**config.mk**
```make
export PLATFORM = sky130hd
export DESIGN_NAME = ppi8255
export DESIGN_NICKNAME = d
export VERILOG_FILES = /design/src/rtl/ppi8255.sv
export SDC_FILE = /design/constraint.sdc
export NUM_CORES = 1
export LEC_CHECK = 0
export BUFFER_PORTS_ARGS = -buffer_cell sky130_fd_sc_hd__buf_2
export CELL_PAD_IN_SITES_DETAIL_PLACEMENT = 1
export CELL_PAD_IN_SITES_GLOBAL_PLACEMENT = 2
export CORE_MARGIN = 2
export CORE_UTILIZATION = 31
export CTS_CLUSTER_DIAMETER = 30
export CTS_CLUSTER_SIZE = 40
export DETAILED_ROUTE_END_ITERATION = 10
export PLACE_DENSITY = 0.8
export SLEW_MARGIN = 30
export SYNTH_ARGS = -nofsm -noshare
export SYNTH_HDL_FRONTEND = slang
export SYNTH_SLANG_ARGS = --single-unit
```
**constraint.sdc**
```tcl
create_clock -name clk -period 2 [get_ports clk]
set_clock_uncertainty 0.15 [all_clocks]
set_input_delay 0.4 -clock clk [delete_from_list [all_inputs] [get_ports clk]]
set_output_delay 0.4 -clock clk [all_outputs]
set_load 0.05 [all_outputs]
```
**src/rtl/ppi8255.sv**
```systemverilog
// 8255-style programmable peripheral interface: mode 0 ports, port C bit set/reset,
// and mode 1 strobed handshaking on ports A and B with an interrupt output.
module ppi8255 #(
  parameter logic [7:0] RESET_CTRL  = 8'h8A,
  parameter int         SYNC_STAGES = 2
) (
  input  logic       clk,
  input  logic       reset_n,
  input  logic       cs,
  input  logic       rnw,
  input  logic [1:0] addr,
  input  logic [7:0] din,
  output logic [7:0] dout,
  input  logic [7:0] pa_in,
  input  logic [7:0] pb_in,
  input  logic [7:0] pc_in,
  output logic [7:0] pa_out,
  output logic [7:0] pb_out,
  output logic [7:0] pc_out,
  output logic [7:0] pa_oe,
  output logic [7:0] pb_oe,
  output logic [7:0] pc_oe,
  output logic       irq
);

  logic [6:0] ctrl_q, ctrl_d;
  logic [7:0] pa_lat_q, pa_lat_d, pb_lat_q, pb_lat_d, pc_lat_q, pc_lat_d;
  logic [7:0] pa_ilat_q, pa_ilat_d, pb_ilat_q, pb_ilat_d;
  logic       inte_a_q, inte_a_d, inte_b_q, inte_b_d;
  logic       ibf_a_q, ibf_a_d, ibf_b_q, ibf_b_d;
  logic       obf_a_n_q, obf_a_n_d, obf_b_n_q, obf_b_n_d;
  logic       intr_a_q, intr_a_d, intr_b_q, intr_b_d;

  // Handshake pins packed as {PC6, PC4, PC2}; idle level is high.
  logic [SYNC_STAGES-1:0][2:0] sync_q;
  logic [2:0] prev_q, hs_last, hs_fall, hs_rise;

  logic a_m1, a_in, cu_in, b_m1, b_in, cl_in;
  logic wr, rd, ctrl_wr, bsr_wr, wr_pa, wr_pb, wr_pc, rd_pa, rd_pb;
  logic fall_a, rise_a, fall_b, rise_b;
  logic [7:0] hs_out_mask, hs_in_mask, hs_status, inte_vec, pc_dir_out;
  logic [7:0] pa_rd, pb_rd, pc_rd;

  assign a_m1  = (ctrl_q[6:5] == 2'b01);
  assign a_in  = ctrl_q[4];
  assign cu_in = ctrl_q[3];
  assign b_m1  = ctrl_q[2];
  assign b_in  = ctrl_q[1];
  assign cl_in = ctrl_q[0];

  assign wr      = cs & ~rnw;
  assign rd      = cs & rnw;
  assign ctrl_wr = wr & (addr == 2'd3) & din[7];
  assign bsr_wr  = wr & (addr == 2'd3) & ~din[7];
  assign wr_pa   = wr & (addr == 2'd0);
  assign wr_pb   = wr & (addr == 2'd1);
  assign wr_pc   = wr & (addr == 2'd2);
  assign rd_pa   = rd & (addr == 2'd0);
  assign rd_pb   = rd & (addr == 2'd1);

  assign hs_last = sync_q[SYNC_STAGES-1];
  assign hs_fall = prev_q & ~hs_last;
  assign hs_rise = ~prev_q & hs_last;
  assign fall_a  = a_in ? hs_fall[1] : hs_fall[2];
  assign rise_a  = a_in ? hs_rise[1] : hs_rise[2];
  assign fall_b  = hs_fall[0];
  assign rise_b  = hs_rise[0];

  // Port C bits taken over by the handshakes, and what they present.
  always_comb begin
    hs_out_mask = '0;
    hs_in_mask  = '0;
    hs_status   = '0;
    inte_vec    = '0;
    if (a_m1) begin
      hs_out_mask[3] = 1'b1;
      hs_status[3]   = intr_a_q;
      if (a_in) begin
        hs_out_mask[5] = 1'b1;
        hs_status[5]   = ibf_a_q;
        hs_in_mask[4]  = 1'b1;
        inte_vec[4]    = inte_a_q;
      end else begin
        hs_out_mask[7] = 1'b1;
        hs_status[7]   = obf_a_n_q;
        hs_in_mask[6]  = 1'b1;
        inte_vec[6]    = inte_a_q;
      end
    end
    if (b_m1) begin
      hs_out_mask[1:0] = 2'b11;
      hs_status[1]     = b_in ? ibf_b_q : obf_b_n_q;
      hs_status[0]     = intr_b_q;
      hs_in_mask[2]    = 1'b1;
      inte_vec[2]      = inte_b_q;
    end
  end

  assign pc_dir_out = {{4{~cu_in}}, {4{~cl_in}}};
  assign pa_oe  = a_in ? 8'h00 : 8'hFF;
  assign pb_oe  = b_in ? 8'h00 : 8'hFF;
  assign pc_oe  = (pc_dir_out & ~hs_in_mask) | hs_out_mask;
  assign pa_out = pa_lat_q;
  assign pb_out = pb_lat_q;
  assign pc_out = (pc_lat_q & ~hs_out_mask) | hs_status;
  assign irq    = intr_a_q | intr_b_q;

  assign pa_rd = a_in ? (a_m1 ? pa_ilat_q : pa_in) : pa_lat_q;
  assign pb_rd = b_in ? (b_m1 ? pb_ilat_q : pb_in) : pb_lat_q;
  assign pc_rd = (((pc_dir_out & pc_lat_q) | (~pc_dir_out & pc_in))
                  & ~(hs_out_mask | hs_in_mask)) | hs_status | inte_vec;

  always_comb begin
    case (addr)
      2'd0:    dout = pa_rd;
      2'd1:    dout = pb_rd;
      2'd2:    dout = pc_rd;
      default: dout = 8'h00;
    endcase
  end

  always_comb begin
    ctrl_d    = ctrl_q;
    pa_lat_d  = pa_lat_q;
    pb_lat_d  = pb_lat_q;
    pc_lat_d  = pc_lat_q;
    pa_ilat_d = pa_ilat_q;
    pb_ilat_d = pb_ilat_q;
    inte_a_d  = inte_a_q;
    inte_b_d  = inte_b_q;
    ibf_a_d   = ibf_a_q;
    ibf_b_d   = ibf_b_q;
    obf_a_n_d = obf_a_n_q;
    obf_b_n_d = obf_b_n_q;
    intr_a_d  = intr_a_q;
    intr_b_d  = intr_b_q;
    if (ctrl_wr) begin
      ctrl_d    = din[6:0];
      pa_lat_d  = '0;
      pb_lat_d  = '0;
      pc_lat_d  = '0;
      pa_ilat_d = '0;
      pb_ilat_d = '0;
      inte_a_d  = 1'b0;
      inte_b_d  = 1'b0;
      ibf_a_d   = 1'b0;
      ibf_b_d   = 1'b0;
      obf_a_n_d = 1'b1;
      obf_b_n_d = 1'b1;
      intr_a_d  = 1'b0;
      intr_b_d  = 1'b0;
    end else begin
      if (bsr_wr) begin
        if (!hs_out_mask[din[3:1]]) pc_lat_d[din[3:1]] = din[0];
        if (a_m1 && (din[3:1] == (a_in ? 3'd4 : 3'd6))) inte_a_d = din[0];
        if (b_m1 && (din[3:1] == 3'd2)) inte_b_d = din[0];
      end
      if (wr_pc) pc_lat_d = (din & ~hs_out_mask) | (pc_lat_q & hs_out_mask);
      if (wr_pa) pa_lat_d = din;
      if (wr_pb) pb_lat_d = din;
      // Ordering below gives strobe-over-read and write-over-ack priority.
      if (a_m1 && a_in) begin
        if (rd_pa) begin
          ibf_a_d  = 1'b0;
          intr_a_d = 1'b0;
        end
        if (fall_a) begin
          pa_ilat_d = pa_in;
          ibf_a_d   = 1'b1;
        end
        if (rise_a && ibf_a_q && inte_a_q && !rd_pa) intr_a_d = 1'b1;
      end else if (a_m1) begin
        if (fall_a) obf_a_n_d = 1'b1;
        if (rise_a && inte_a_q) intr_a_d = 1'b1;
        if (wr_pa) begin
          obf_a_n_d = 1'b0;
          intr_a_d  = 1'b0;
        end
      end
      if (b_m1 && b_in) begin
        if (rd_pb) begin
          ibf_b_d  = 1'b0;
          intr_b_d = 1'b0;
        end
        if (fall_b) begin
          pb_ilat_d = pb_in;
          ibf_b_d   = 1'b1;
        end
        if (rise_b && ibf_b_q && inte_b_q && !rd_pb) intr_b_d = 1'b1;
      end else if (b_m1) begin
        if (fall_b) obf_b_n_d = 1'b1;
        if (rise_b && inte_b_q) intr_b_d = 1'b1;
        if (wr_pb) begin
          obf_b_n_d = 1'b0;
          intr_b_d  = 1'b0;
        end
      end
    end
  end

  always_ff @(posedge clk or negedge reset_n) begin
    if (!reset_n) begin
      ctrl_q    <= RESET_CTRL[6:0];
      pa_lat_q  <= '0;
      pb_lat_q  <= '0;
      pc_lat_q  <= '0;
      pa_ilat_q <= '0;
      pb_ilat_q <= '0;
      inte_a_q  <= 1'b0;
      inte_b_q  <= 1'b0;
      ibf_a_q   <= 1'b0;
      ibf_b_q   <= 1'b0;
      obf_a_n_q <= 1'b1;
      obf_b_n_q <= 1'b1;
      intr_a_q  <= 1'b0;
      intr_b_q  <= 1'b0;
      sync_q    <= '1;
      prev_q    <= '1;
    end else begin
      ctrl_q    <= ctrl_d;
      pa_lat_q  <= pa_lat_d;
      pb_lat_q  <= pb_lat_d;
      pc_lat_q  <= pc_lat_d;
      pa_ilat_q <= pa_ilat_d;
      pb_ilat_q <= pb_ilat_d;
      inte_a_q  <= inte_a_d;
      inte_b_q  <= inte_b_d;
      ibf_a_q   <= ibf_a_d;
      ibf_b_q   <= ibf_b_d;
      obf_a_n_q <= obf_a_n_d;
      obf_b_n_q <= obf_b_n_d;
      intr_a_q  <= intr_a_d;
      intr_b_q  <= intr_b_d;
      sync_q[0] <= {pc_in[6], pc_in[4], pc_in[2]};
      for (int i = 1; i < SYNC_STAGES; i++) sync_q[i] <= sync_q[i-1];
      prev_q    <= hs_last;
    end
  end

endmodule
```
# [Word level (Yosys, flattened, before mapping)]
# Cells that the tools add are included.
[word_totals] elab_cells=198 register_bits=64 in_bits=38
[op_classes] n_reduce_logical=47 mux=84 bitwise=37 n_lt_le_gt_ge=2 n_eq_ne=11
[ops] operator="$mux 8" count=20
[ops] operator="$mux 1" count=57
[ops] operator="$and 8x8->8" count=7
[ops] operator="$or 8x8->8" count=5
[ops] operator="$not 8->8" count=3
[ops] operator="$pmux 8 s3" count=1
[ops] operator="$reduce_bool 2->1" count=11
[ops] operator="$reduce_bool 3->1" count=7
[ops] operator="$or 8x7->8" count=2
[ops] operator="$reduce_and 2->1" count=7
[ops] operator="$logic_and 1x1->1" count=13
[ops] operator="$reduce_and 3->1" count=4
[ops] operator="$and 1x1->1" count=10
[ops] operator="$bwmux 8" count=1
[ops] operator="$ne 4x3->1 const B" count=2
[ops] operator="$not 7->8" count=1
[ops] operator="$reduce_bool 4->1" count=2
[ops] operator="$and 3x3->3" count=2
[ops] operator="$mux 2" count=3
[ops] operator="$not 3->3" count=2
[ops] operator="$eq 2x1->1 const B" count=2
[ops] operator="$eq 2x2->1 const B" count=2
[ops] operator="$lt 3x4->1 const B" count=1
[ops] operator="$ne 2x2->1 const B" count=2
[ops] operator="other kinds (10)" count=14

# [Longest topological paths before layout]
[logic_depth] word_depth=9 mapped_depth=8 ltp_nobuf=5

# [Worst setup path after synthesis]
# Ideal clock, no wire load.
[synth_path] kind="flip-flop to output port" startpoint="register ctrl_q[4]" endpoint="output port dout[0]" setup_slack_ns=-1.170 t_arrival_ns=2.620 t_required_ns=1.450 stages_incl_launch_ff=6 path_cell_list="dfrtp_1 clkbuf_2 clkinv_1 clkbuf_1 a21oi_1 o21ai_0"
[synth_via] elab_chain_len=2
[synth_rtl] element="start, declared" line_no="26" rtl="logic [6:0] ctrl_q, ctrl_d;"
[synth_rtl] element="start signal, assigned" line_no="203" rtl="ctrl_q <= RESET_CTRL[6:0];"
[synth_rtl] element="start signal, assigned" line_no="220" rtl="ctrl_q <= ctrl_d;"
[synth_rtl] element="$mux 8" line_no="108" rtl="assign pa_rd = a_in ? (a_m1 ? pa_ilat_q : pa_in) : pa_lat_q;"
[synth_rtl] element="$pmux 8 s3" line_no="114" rtl="case (addr)"
[synth_rtl] element="end, declared" line_no="13" rtl="output logic [7:0] dout,"
# No other way between the ends.

# [Worst setup path in the final report]
[layout_path] startpoint="register ctrl_q[2]" endpoint="output port dout[7]"
[layout_via] elab_chain_len=3
[layout_rtl] element="$mux 8 (2 in a row)" line_no="109" rtl="assign pb_rd = b_in ? (b_m1 ? pb_ilat_q : pb_in) : pb_lat_q;"
[layout_rtl] element="$pmux 8 s3" line_no="114"
# No other way between the ends.

==> impl_metrics.csv <==
group,metric,value,unit
floorplan,die_y,116,um
synthesis,synth-simple-area-share,0.206,
sta,layout_setup_ws,-0.426,ns
drt,post_drt_wl_per_cell,20.1,um
clocking,cts_buffers,9,
clocking,htreeDepth,3,
global_routing,antenna_found_initial,0,
pwr,fin_total_pwr,7.36,mW
synthesis,yosys_warnings,0,
clocking,path_clk_slew,0.05,ns
sta,relSlewSlack,0.713,
drt,drt-met1-wl,6.59,mm
synthesis,ys_seq_elements,64,
global_routing,overflow,0,
placement,dp_hpwl,10.6,mm
worst_setup_path,r2r_end,"pc_lat_q[5]",
synthesis,synth_xor_area_frac,0.00454,
clocking,clk_latency,0.33,ns
synthesis,synth_cell_type_count,56,
floorplan,core,12100,um2
min_path,min_path_type,"in2reg",
sta,final-hold-violation-count,0,
synthesis,synthCells,447,
drt,first_pass_iters,4,
synthesis,yosys.area_share.adder,0,
synthesis,synth.area.top_cells,"dfrtp_1, nand2_1, dfstp_2, a21oi_1, mux2i_1",
synthesis,yosysTopAreaCellShare,0.330,
sta,fmax,412,MHz
drt,viasPerCell,5.14,
synthesis,synthMuxAreaShare,0.111,
drt,met3_length,833,um
floorplan,die_w,116,um
sta,tightest_slew,0.429,ns
clocking,cts.root.buffer_cell,"clkbuf_16",
worst_setup_path,cp.required,1.45,ns
global_routing,grt_pass1_wl,23.4,mm
floorplan,initial_core_util,0.319,
pwr,ir_worst_vdd,644,uV
sta,fin_crit,2.43,ns
drt,drt_iter0_markers,211,
clocking,cts_max_path_buffers,2,
placement,gp_congestion,0.857,
worst_setup_path,crit_fanout,7,
pwr,power_leakage,2.73,nW
sta,finalSetupViolCount,31,
synthesis,syn_nets,485,
sta,fin_crit_sh,1.21,
sta,drv_slew,0,
synthesis,postSynthAreaPerCell,8.64,um2
global_routing,grt_pass1_vias,4299,
min_path,hold_end,"sync_q[0]",
global_routing,grt_max_degree,65,
cells_and_area,fill_cells,1408,
worst_setup_path,r2r_start,"ctrl_q[6]",
cells_and_area,diodes,0,
worst_setup_path,rrSetupSlack,-0.15,ns
synthesis,synth_area_leader_cell,"dfrtp_1",
placement,place_area,4980,um2
synthesis,synth_area,3860,um2
run_status,run_status,"finished, violations left",
drt,detail-route-antenna-nets,0,
drt,wl_met2,7.95,mm
synthesis,async_flop_share,1.00,
cells_and_area,drive_gt1_frac,0.501,
floorplan,num_rows,40,
drt,vias,3986,
drt,drt_wl_total,15.6,mm
worst_setup_path,setup.worst_path.end_class,"primary output",
pwr,power_density,1200,nW/um2
job,maxCapViolations,0,
synthesis,synth_top_family_by_area,"simple AND/OR/NAND/NOR gates",
worst_setup_path,worstRegToRegCells,8,
cells_and_area,finish.net_count,640,
drt,drcViolationCount,0,
synthesis,synth_edf_count,0,
synthesis,synthFlopType,"dfrtp_1",
floorplan,pin_count,95,
synthesis,ys_seq_area_frac,0.419,
sta,fin_setup_tns,-4.98,ns
clocking,clkSinkCount,64,
placement,io_buffers,94,
global_routing,grt.total_usage,0.232,
floorplan,die-area,13400,um2
drt,top_layer_used,"met4",
synthesis,synth_compound_area_frac,0.176,
min_path,worstHoldStart,"pc_in[2]",
cells_and_area,final_area,6110,um2
sta,rsz0062_at_grt,"true",
worst_setup_path,cp_data_arrival_time,1.88,ns
run_status,violations,"negative setup slack",
worst_setup_path,critPathKind,"reg2out",
cells_and_area,area_growth,58.2,%
worst_setup_path,start_kind,"flop",
cells_and_area,final_util,0.505,
clocking,cts_tree,"yes",
min_path,hold_depth,1,
[critical path: stages (launching register included)]
cell and delay (ns):
dfrtp_2 0.50, mux2i_1 0.18, a211oi_1 0.39, buf_4 0.18, a21oi_2 0.04, o21ai_4 0.07
buf_6 0.17
[stage by stage]
stage	hold WS [ns]	std cells	setup slack, ns
6_report	0.0336	775	-0.426
5_1_grt	0.0256	775	-0.474
4_1_cts	0.0302	765	-0.378
3_5_place_dp	0.200	736	-0.214
3_3_place_gp	0.196	736	-0.209
2_1_floorplan	-0.0456	447	-0.289
[where the power goes]
group | leakage [nW] | switching, mW | internal [mW]
clock | 0.136 | 0.603 | 0.904
combinational | 1.81 | 2.31 | 1.59
sequential | 0.775 | 0.319 | 1.64
[cell usage in the layout (no fill, tap or decap), types with 3 or more instances in the layout]
| master | instances |
|---|---|
| buf_6 | 46 |
| nand2_2 | 4 |
| nand3_1 | 4 |
| dfrtp_2 | 4 |
| mux2_2 | 7 |
| inv_1 | 3 |
| nor2_1 | 31 |
| nand2_1 | 84 |
| clkbuf_16 | 9 |
| o211ai_1 | 5 |
| a21oi_1 | 39 |
| nand2b_1 | 5 |
| nand4b_1 | 3 |
| dfstp_2 | 13 |
| buf_4 | 68 |
| nand2_4 | 6 |
| buf_12 | 6 |
| or3_1 | 3 |
| nor2_2 | 3 |
| dfrtp_1 | 47 |
| o21ai_1 | 3 |
| buf_2 | 60 |
| o21ai_2 | 5 |
| buf_8 | 14 |
| o21ai_4 | 6 |
| o21ai_0 | 11 |
| nor3b_1 | 3 |
| a21oi_2 | 17 |
| a31oi_1 | 4 |
| mux2i_1 | 23 |
| mux2i_2 | 5 |
| mux2_1 | 4 |
[routing by layer]
layer / up-vias / track usage
met5: - / 0
met4: 0 / 0.0508
met3: 15 / 0.0397
met2: 121 / 0.412
met1: 2005 / 0.297
li1: 1845 / -
[timing repair]
action,4_1_cts,5_1_grt
gates cloned,1,0
buffers inserted,15,16
endpoints found under the setup margin,43,54
hold endpoints to repair,51,0
pin swaps,25,12
gates resized for setup,148,56
hold buffers,1,0
[worst max path at each step]
stage                   start       to  depth (start not counted)
finish              ctrl_q[2]  dout[7]                          6
global route        ctrl_q[3]  dout[4]                          6
CTS                 ctrl_q[2]  dout[5]                          7
detailed placement    addr[1]  dout[0]                          7
global placement    ctrl_q[1]  dout[1]                          5
floorplan           ctrl_q[1]  dout[1]                          5
[state kept, by name, summed over array words and instances (netlist names), 3 cells and up]
| signal | cells |
|---|---|
| pa_ilat_q | 8 |
| pa_out | 8 |
| pb_ilat_q | 8 |
| pb_out | 8 |
| pc_lat_q | 8 |
| ctrl_q | 7 |
| hs_last | 3 |
| prev_q | 3 |
| sync_q | 3 |
[synth_stat cells (5+ instances only)]
cell type and instances:
mux2i_1 29, nor2_1 35, dfstp_2 13, nor3b_1 6, o21ai_0 25, dfrtp_1 51
clkbuf_1 15, nand2_1 93, mux2_2 7, a211oi_1 5, o211ai_1 5, buf_4 18
a21oi_1 58, nand2b_1 6, buf_2 11
[cell type report]
class	instances	area (um2)	area share
multi-input cells	327	2310	0.378
clock inverters	3	17.5	0.00287
clock buffers	13	260	0.0426
repair buffers	195	1670	0.273
well taps	168	210	0.0344
flip-flops and latches	64	1620	0.266
inverters	5	23.8	0.00389
[cell families after synthesis]
group | count (synthesis)
xor+xnor | 2
simple gates | 170
compound gates | 114
mux | 41
flops | 64
buf+inv | 56
No activity file was read; power rests on OpenSTA's default activity.
